--- config.mk ---
export PLATFORM = sky130hd
export DESIGN_NAME = coin_ctrl
export DESIGN_NICKNAME = d
export VERILOG_FILES = /design/src/rtl/coin_ctrl_pkg.sv /design/src/rtl/coin_ctrl_change_pay.sv /design/src/rtl/coin_ctrl.sv
export SDC_FILE = /design/constraint.sdc
export NUM_CORES = 1
export LEC_CHECK = 0
export CORE_ASPECT_RATIO = 1.1
export CORE_MARGIN = 2
export CORE_UTILIZATION = 53
export DETAILED_ROUTE_END_ITERATION = 8
export PLACE_DENSITY = 0.79
export SLEW_MARGIN = 20
export SYNTH_ARGS = -nofsm -noshare
export SYNTH_HDL_FRONTEND = slang
export SYNTH_SLANG_ARGS = --single-unit
--- constraint.sdc ---
create_clock -name clk -period 3.6 [get_ports clk]
set_input_delay 0.36 -clock clk [delete_from_list [all_inputs] [get_ports clk]]
set_output_delay 0.36 -clock clk [all_outputs]
set_load 0.02 [all_outputs]
--- src/rtl/coin_ctrl_pkg.sv ---
// coin_ctrl_pkg: shared state encoding and coin weights for the credit controller
package coin_ctrl_pkg;
  typedef enum logic [1:0] {IDLE, DISPENSE, CHG_PAY, CHG_GAP} state_t;
  localparam int COIN_HALF_W = 1;
  localparam int COIN_ONE_W  = 2;
  localparam int COIN_FIVE_W = 10;
endpackage

--- src/rtl/coin_ctrl_change_pay.sv ---
// coin_ctrl_change_pay: picks the next change coin and its decrement from the remaining credit
module coin_ctrl_change_pay #(
  parameter int SUM_W = 6
) (
  input  logic [SUM_W-1:0] credit_i,
  output logic             one_o,
  output logic             half_o,
  output logic [SUM_W-1:0] dec_o
);
  always_comb begin
    one_o  = credit_i >= SUM_W'(2);
    half_o = !one_o && credit_i != '0;
    dec_o  = one_o ? SUM_W'(2) : SUM_W'(half_o);
  end
endmodule

--- src/rtl/coin_ctrl.sv ---
// coin_ctrl: vending credit controller; accepts coins, dispenses on buy, pays change on cancel
module coin_ctrl
  import coin_ctrl_pkg::*;
#(
  parameter int SUM_W    = 6,
  parameter int MAX_SUM  = 63,
  parameter int DISP_CYC = 4
) (
  input  logic             clk,
  input  logic             rst,
  input  logic             coin_half,
  input  logic             coin_one,
  input  logic             coin_five,
  input  logic [SUM_W-1:0] price,
  input  logic             buy,
  input  logic             cancel,
  output logic [SUM_W-1:0] coin_sum,
  output logic             coin_reject,
  output logic             no_credit,
  output logic             dispense,
  output logic             change_one,
  output logic             change_half,
  output logic             busy
);
  localparam int CNT_W = DISP_CYC > 1 ? $clog2(DISP_CYC) : 1;
  state_t           state_q;
  logic [SUM_W-1:0] sum_q;
  logic [CNT_W-1:0] cnt_q;
  logic             reject_q, no_credit_q, disp_q, ch_one_q, ch_half_q;
  logic [SUM_W:0]   inc, sum_inc;
  logic             any_coin, over;
  logic             pay_one, pay_half;
  logic [SUM_W-1:0] pay_dec;
  coin_ctrl_change_pay #(.SUM_W(SUM_W)) u_change_pay (
    .credit_i (sum_q),
    .one_o    (pay_one),
    .half_o   (pay_half),
    .dec_o    (pay_dec)
  );
  // sum is formed one bit wider so an overflowing insert is caught instead of wrapping
  always_comb begin
    inc      = (coin_half ? (SUM_W+1)'(COIN_HALF_W) : '0)
             + (coin_one  ? (SUM_W+1)'(COIN_ONE_W)  : '0)
             + (coin_five ? (SUM_W+1)'(COIN_FIVE_W) : '0);
    sum_inc  = {1'b0, sum_q} + inc;
    over     = sum_inc > (SUM_W+1)'(MAX_SUM);
    any_coin = coin_half | coin_one | coin_five;
  end
  always_ff @(posedge clk) begin
    if (rst) begin
      state_q     <= IDLE;
      sum_q       <= '0;
      cnt_q       <= '0;
      reject_q    <= 1'b0;
      no_credit_q <= 1'b0;
      disp_q      <= 1'b0;
      ch_one_q    <= 1'b0;
      ch_half_q   <= 1'b0;
    end else begin
      reject_q    <= any_coin;
      no_credit_q <= 1'b0;
      ch_one_q    <= 1'b0;
      ch_half_q   <= 1'b0;
      case (state_q)
        IDLE: begin
          reject_q <= any_coin & (buy | cancel | over);
          if (cancel) begin
            if (sum_q != '0) state_q <= CHG_PAY;
          end else if (buy) begin
            if (price != '0 && price <= sum_q) begin
              sum_q   <= sum_q - price;
              disp_q  <= 1'b1;
              cnt_q   <= CNT_W'(DISP_CYC - 1);
              state_q <= DISPENSE;
            end else if (price != '0) begin
              no_credit_q <= 1'b1;
            end
          end else if (!over) begin
            sum_q <= sum_inc[SUM_W-1:0];
          end
        end
        DISPENSE: begin
          if (cnt_q == '0) begin
            disp_q  <= 1'b0;
            state_q <= IDLE;
          end else begin
            cnt_q <= cnt_q - 1'b1;
          end
        end
        CHG_PAY: begin
          ch_one_q  <= pay_one;
          ch_half_q <= pay_half;
          sum_q     <= sum_q - pay_dec;
          state_q   <= CHG_GAP;
        end
        CHG_GAP: state_q <= sum_q != '0 ? CHG_PAY : IDLE;
        default: state_q <= IDLE;
      endcase
    end
  end
  assign coin_sum    = sum_q;
  assign coin_reject = reject_q;
  assign no_credit   = no_credit_q;
  assign dispense    = disp_q;
  assign change_one  = ch_one_q;
  assign change_half = ch_half_q;
  assign busy        = state_q != IDLE;
endmodule
==> impl_metrics.env <==
export IMPL_outcome="finished clean"
export IMPL_nets=220
export IMPL_grt_pass1_vias=1350
export IMPL_reg2reg_slack_ns=0.67
export IMPL_pwr_share_clk_pct=6.7
export IMPL_p_sw_share_pct=50.4
export IMPL_path_cells="or2_2 > or4_1 > nor2_1 > ha_1 > inv_1 > fa_1 > nor2_1 > a21oi_1 > o311ai_0 > o41ai_1"
export IMPL_clock_sinks=15
export IMPL_wire_per_inst_um=15.9
export IMPL_reg2reg_to="coin_sum[4]"
export IMPL_first_pass_iters=4
export IMPL_startpoint_type="flip-flop"
export IMPL_rr_worst_depth=10
export IMPL_htree_levels=1
export IMPL_worst_slew_pin_slew_ns=0.610
export IMPL_drcViolationCount=0
export IMPL_hpwl_mm=2.78
export IMPL_path_common_cell="nor2_1"
export IMPL_cp_max_fo=7
export IMPL_wl_met2_mm=1.75
export IMPL_finalSetupTns_ns=0
export IMPL_cts_resized=0
export IMPL_fp_dieH_um=58.4
export IMPL_yosysUniqueCellTypes=52
export IMPL_ios=25
export IMPL_initial_core_util_pct=56.5
export IMPL_synthArstFlopShare_pct=0
export IMPL_grt_overflow_total=0
export IMPL_cts_buffers_inserted=3
export IMPL_rsz0062_at_grt="no"
export IMPL_syn_avg_cell_area_sq_um=8.63
export IMPL_die_w_um=53.4
export IMPL_final_core_util_pct=66.3
export IMPL_ys_seq_elements=15
export IMPL_finalPower_mw=1.52
export IMPL_end_kind="flip-flop"
export IMPL_synth_ff_type="dfxtp_1"
export IMPL_drv_slew=0
export IMPL_power_density_mw_per_mm2=909
export IMPL_post_route_period_util_pct=81.4
export IMPL_slew_headroom_pct=58.9
export IMPL_worst_hold_startpoint="cnt_q[0]"
export IMPL_vdd_ir_drop_max_mv=0.720
export IMPL_clkTransAtPathRegs_ns=0.10
export IMPL_wl_met3_um=178
export IMPL_placementRows=19
export IMPL_cp_slowest_cell="or4_1"
export IMPL_area_growth_pct=17.3
export IMPL_synth_edf_count=0
export IMPL_cts_hold_buf=0
export IMPL_pwr_share_comb_pct=71.3
export IMPL_arrival_ns=3.09
export IMPL_cts_root_buffer="clkbuf_4"
export IMPL_max_freq_mhz=341
export IMPL_cp_slowest_stage_delay_ns=0.48
export IMPL_insertion_delay_ns=0.29
export IMPL_grt_antenna_before_repair=0
export IMPL_p_int_mw=0.754
export IMPL_gp_congestion=0.960
export IMPL_port_buffers=24
export IMPL_whs_path_depth=2
export IMPL_wl_met1_mm=1.46
export IMPL_yosys_warnings=0
export IMPL_fp_dieArea_sq_mm=0.00312
export IMPL_hold_class="reg2reg"
export IMPL_holdPathEnd="cnt_q[0]"
export IMPL_p_leak_nw=0.666
export IMPL_routed_wirelength_mm=3.49
export IMPL_timing_rr_start="coin_sum[3]"
export IMPL_post_cts_setup_buffer_count=0
export IMPL_p_switching_mw=0.766
export IMPL_netlist_area_sq_mm=0.00142
export IMPL_synth_nets=196
export IMPL_drive_gt1_share_pct=10.6
export IMPL_setup_violations=0
export IMPL_ant_nets=0
export IMPL_hold_viol_final=0
export IMPL_ys_seq_area_share_pct=21.1
export IMPL_num_antenna_cells=0
export IMPL_cts_tree="done"
export IMPL_fin_crit_ns=2.93
export IMPL_core_region_area_sq_mm=0.00252
export IMPL_clk_path_buf_depth=2
export IMPL_cap_violations=0
export IMPL_critPathRequiredTime_ns=3.76
export IMPL_skew_ns=0.000952
export IMPL_grtUsageTotal_pct=25.5
export IMPL_routed_top_layer="met4"
export IMPL_synthCells=165
export IMPL_grt_max_degree=20
export IMPL_crit_type="reg2reg"
export IMPL_drt_initial_drc_count=37
export IMPL_seq_power_share_pct=22.1
export IMPL_vias=1361
export IMPL_grt_pass1_wl_mm=5.92
export IMPL_viasPerCell=6.21
export IMPL_whs_ns=0.534
-- cell usage in the layout (no fill, tap or decap), drive strengths merged, types with 4 or more instances in the layout --
master and count:
clkdlybuf4s50 24, inv 18, nor2 15, a21oi 15, dfxtp 15, ha 14, o21ai 9, nand2 7
nor3 5, a311oi 5, xnor2 4, a211oi 4, fa 4
-- metrics by stage --
stage / setup WS [ns] / cells / cell area, sq um
final: 0.670 / 219 / 1670
after global routing: 0.501 / 219 / 1670
after CTS: 0.712 / 219 / 1670
after detailed placement: 0.665 / 215 / 1640
after global placement: 0.741 / 215 / 1640
after floorplan: 0.984 / 165 / 1420
-- layer usage --
metal | up-vias | GRT usage (%)
li1 | 664 | -
met1 | 634 | 31.4
met2 | 51 | 43.4
met3 | 12 | 3.55
met4 | 0 | 11.4
met5 | - | 0
-- synth_stat cells, types with 3 or more instances --
library cell | count | share of area (%)
a21oi_1 | 15 | 5.3
nand2_1 | 7 | 1.8
nor3_1 | 5 | 1.8
ha_1 | 14 | 12
o211ai_1 | 3 | 1.6
a211oi_1 | 4 | 2.1
xnor2_1 | 4 | 2.5
o21ai_0 | 9 | 3.2
inv_1 | 17 | 4.5
nor2_1 | 15 | 4.0
dfxtp_1 | 15 | 21
fa_1 | 4 | 5.6
clkbuf_8 | 3 | 2.9
a311oi_1 | 4 | 2.5
-- sequential cells by signal (all words and copies together) (netlist names) --
| register | flops |
|---|---|
| coin_sum | 6 |
| change_one | 1 |
| no_credit | 1 |
| cnt_q | 2 |
| coin_reject | 1 |
| state_q | 2 |
| dispense | 1 |
| change_half | 1 |
-- power groups by stage --
stage	sequential, mW	clock (mW)	combinational, mW
detailed placement	0.339	0	1.07
floorplan	0.334	0	0.786
global route	0.347	0.109	1.19
finish	0.335	0.101	1.08
CTS	0.333	0.100	1.08
global placement	0.333	0	1.04
-- final cells by class --
class / instances / area (sq um)
multi-input cells: 126 / 988
clock inverters: 1 / 5.00
well taps: 31 / 38.8
flip-flops and latches: 15 / 300
inverters: 18 / 67.6
clock buffers: 3 / 22.5
fillers: 237 / 850
repair buffers: 25 / 248
-- worst max-delay path, delay by kind of cell, from the launching register on --
| family | cells | cell delay, ns |
|---|---|---|
| adders and majority gates | 2 | 0.54 |
| DFF | 1 | 0.41 |
| AOI/OAI and AO/OA | 3 | 0.62 |
| and+or+nand+nor | 4 | 1.13 |
| buffers and inverters | 1 | 0.08 |
-- worst max path at each step --
stage               depth (start not counted)     endpoint  slack, ns   startpoint
floorplan                                  10  coin_sum[4]       0.98  coin_sum[3]
global placement                           10  coin_sum[4]       0.74  coin_sum[3]
detailed placement                          8  coin_sum[2]       0.66    coin_five
CTS                                        10  coin_sum[4]       0.71  coin_sum[3]
global route                               10  coin_sum[4]       0.50  coin_sum[3]
finish                                     10  coin_sum[4]       0.67  coin_sum[3]
-- cells by family after synthesis --
group,share of synthesized area (%)
muxes,2.28
DFF,21.1
and+or+nand+nor,17.9
buffers and inverters,9.49
adders and majority gates,17.9
xor gates and xnor gates,3.08
AOI/OAI and AO/OA,28.2
No activity file was read; power rests on OpenSTA's default activity.
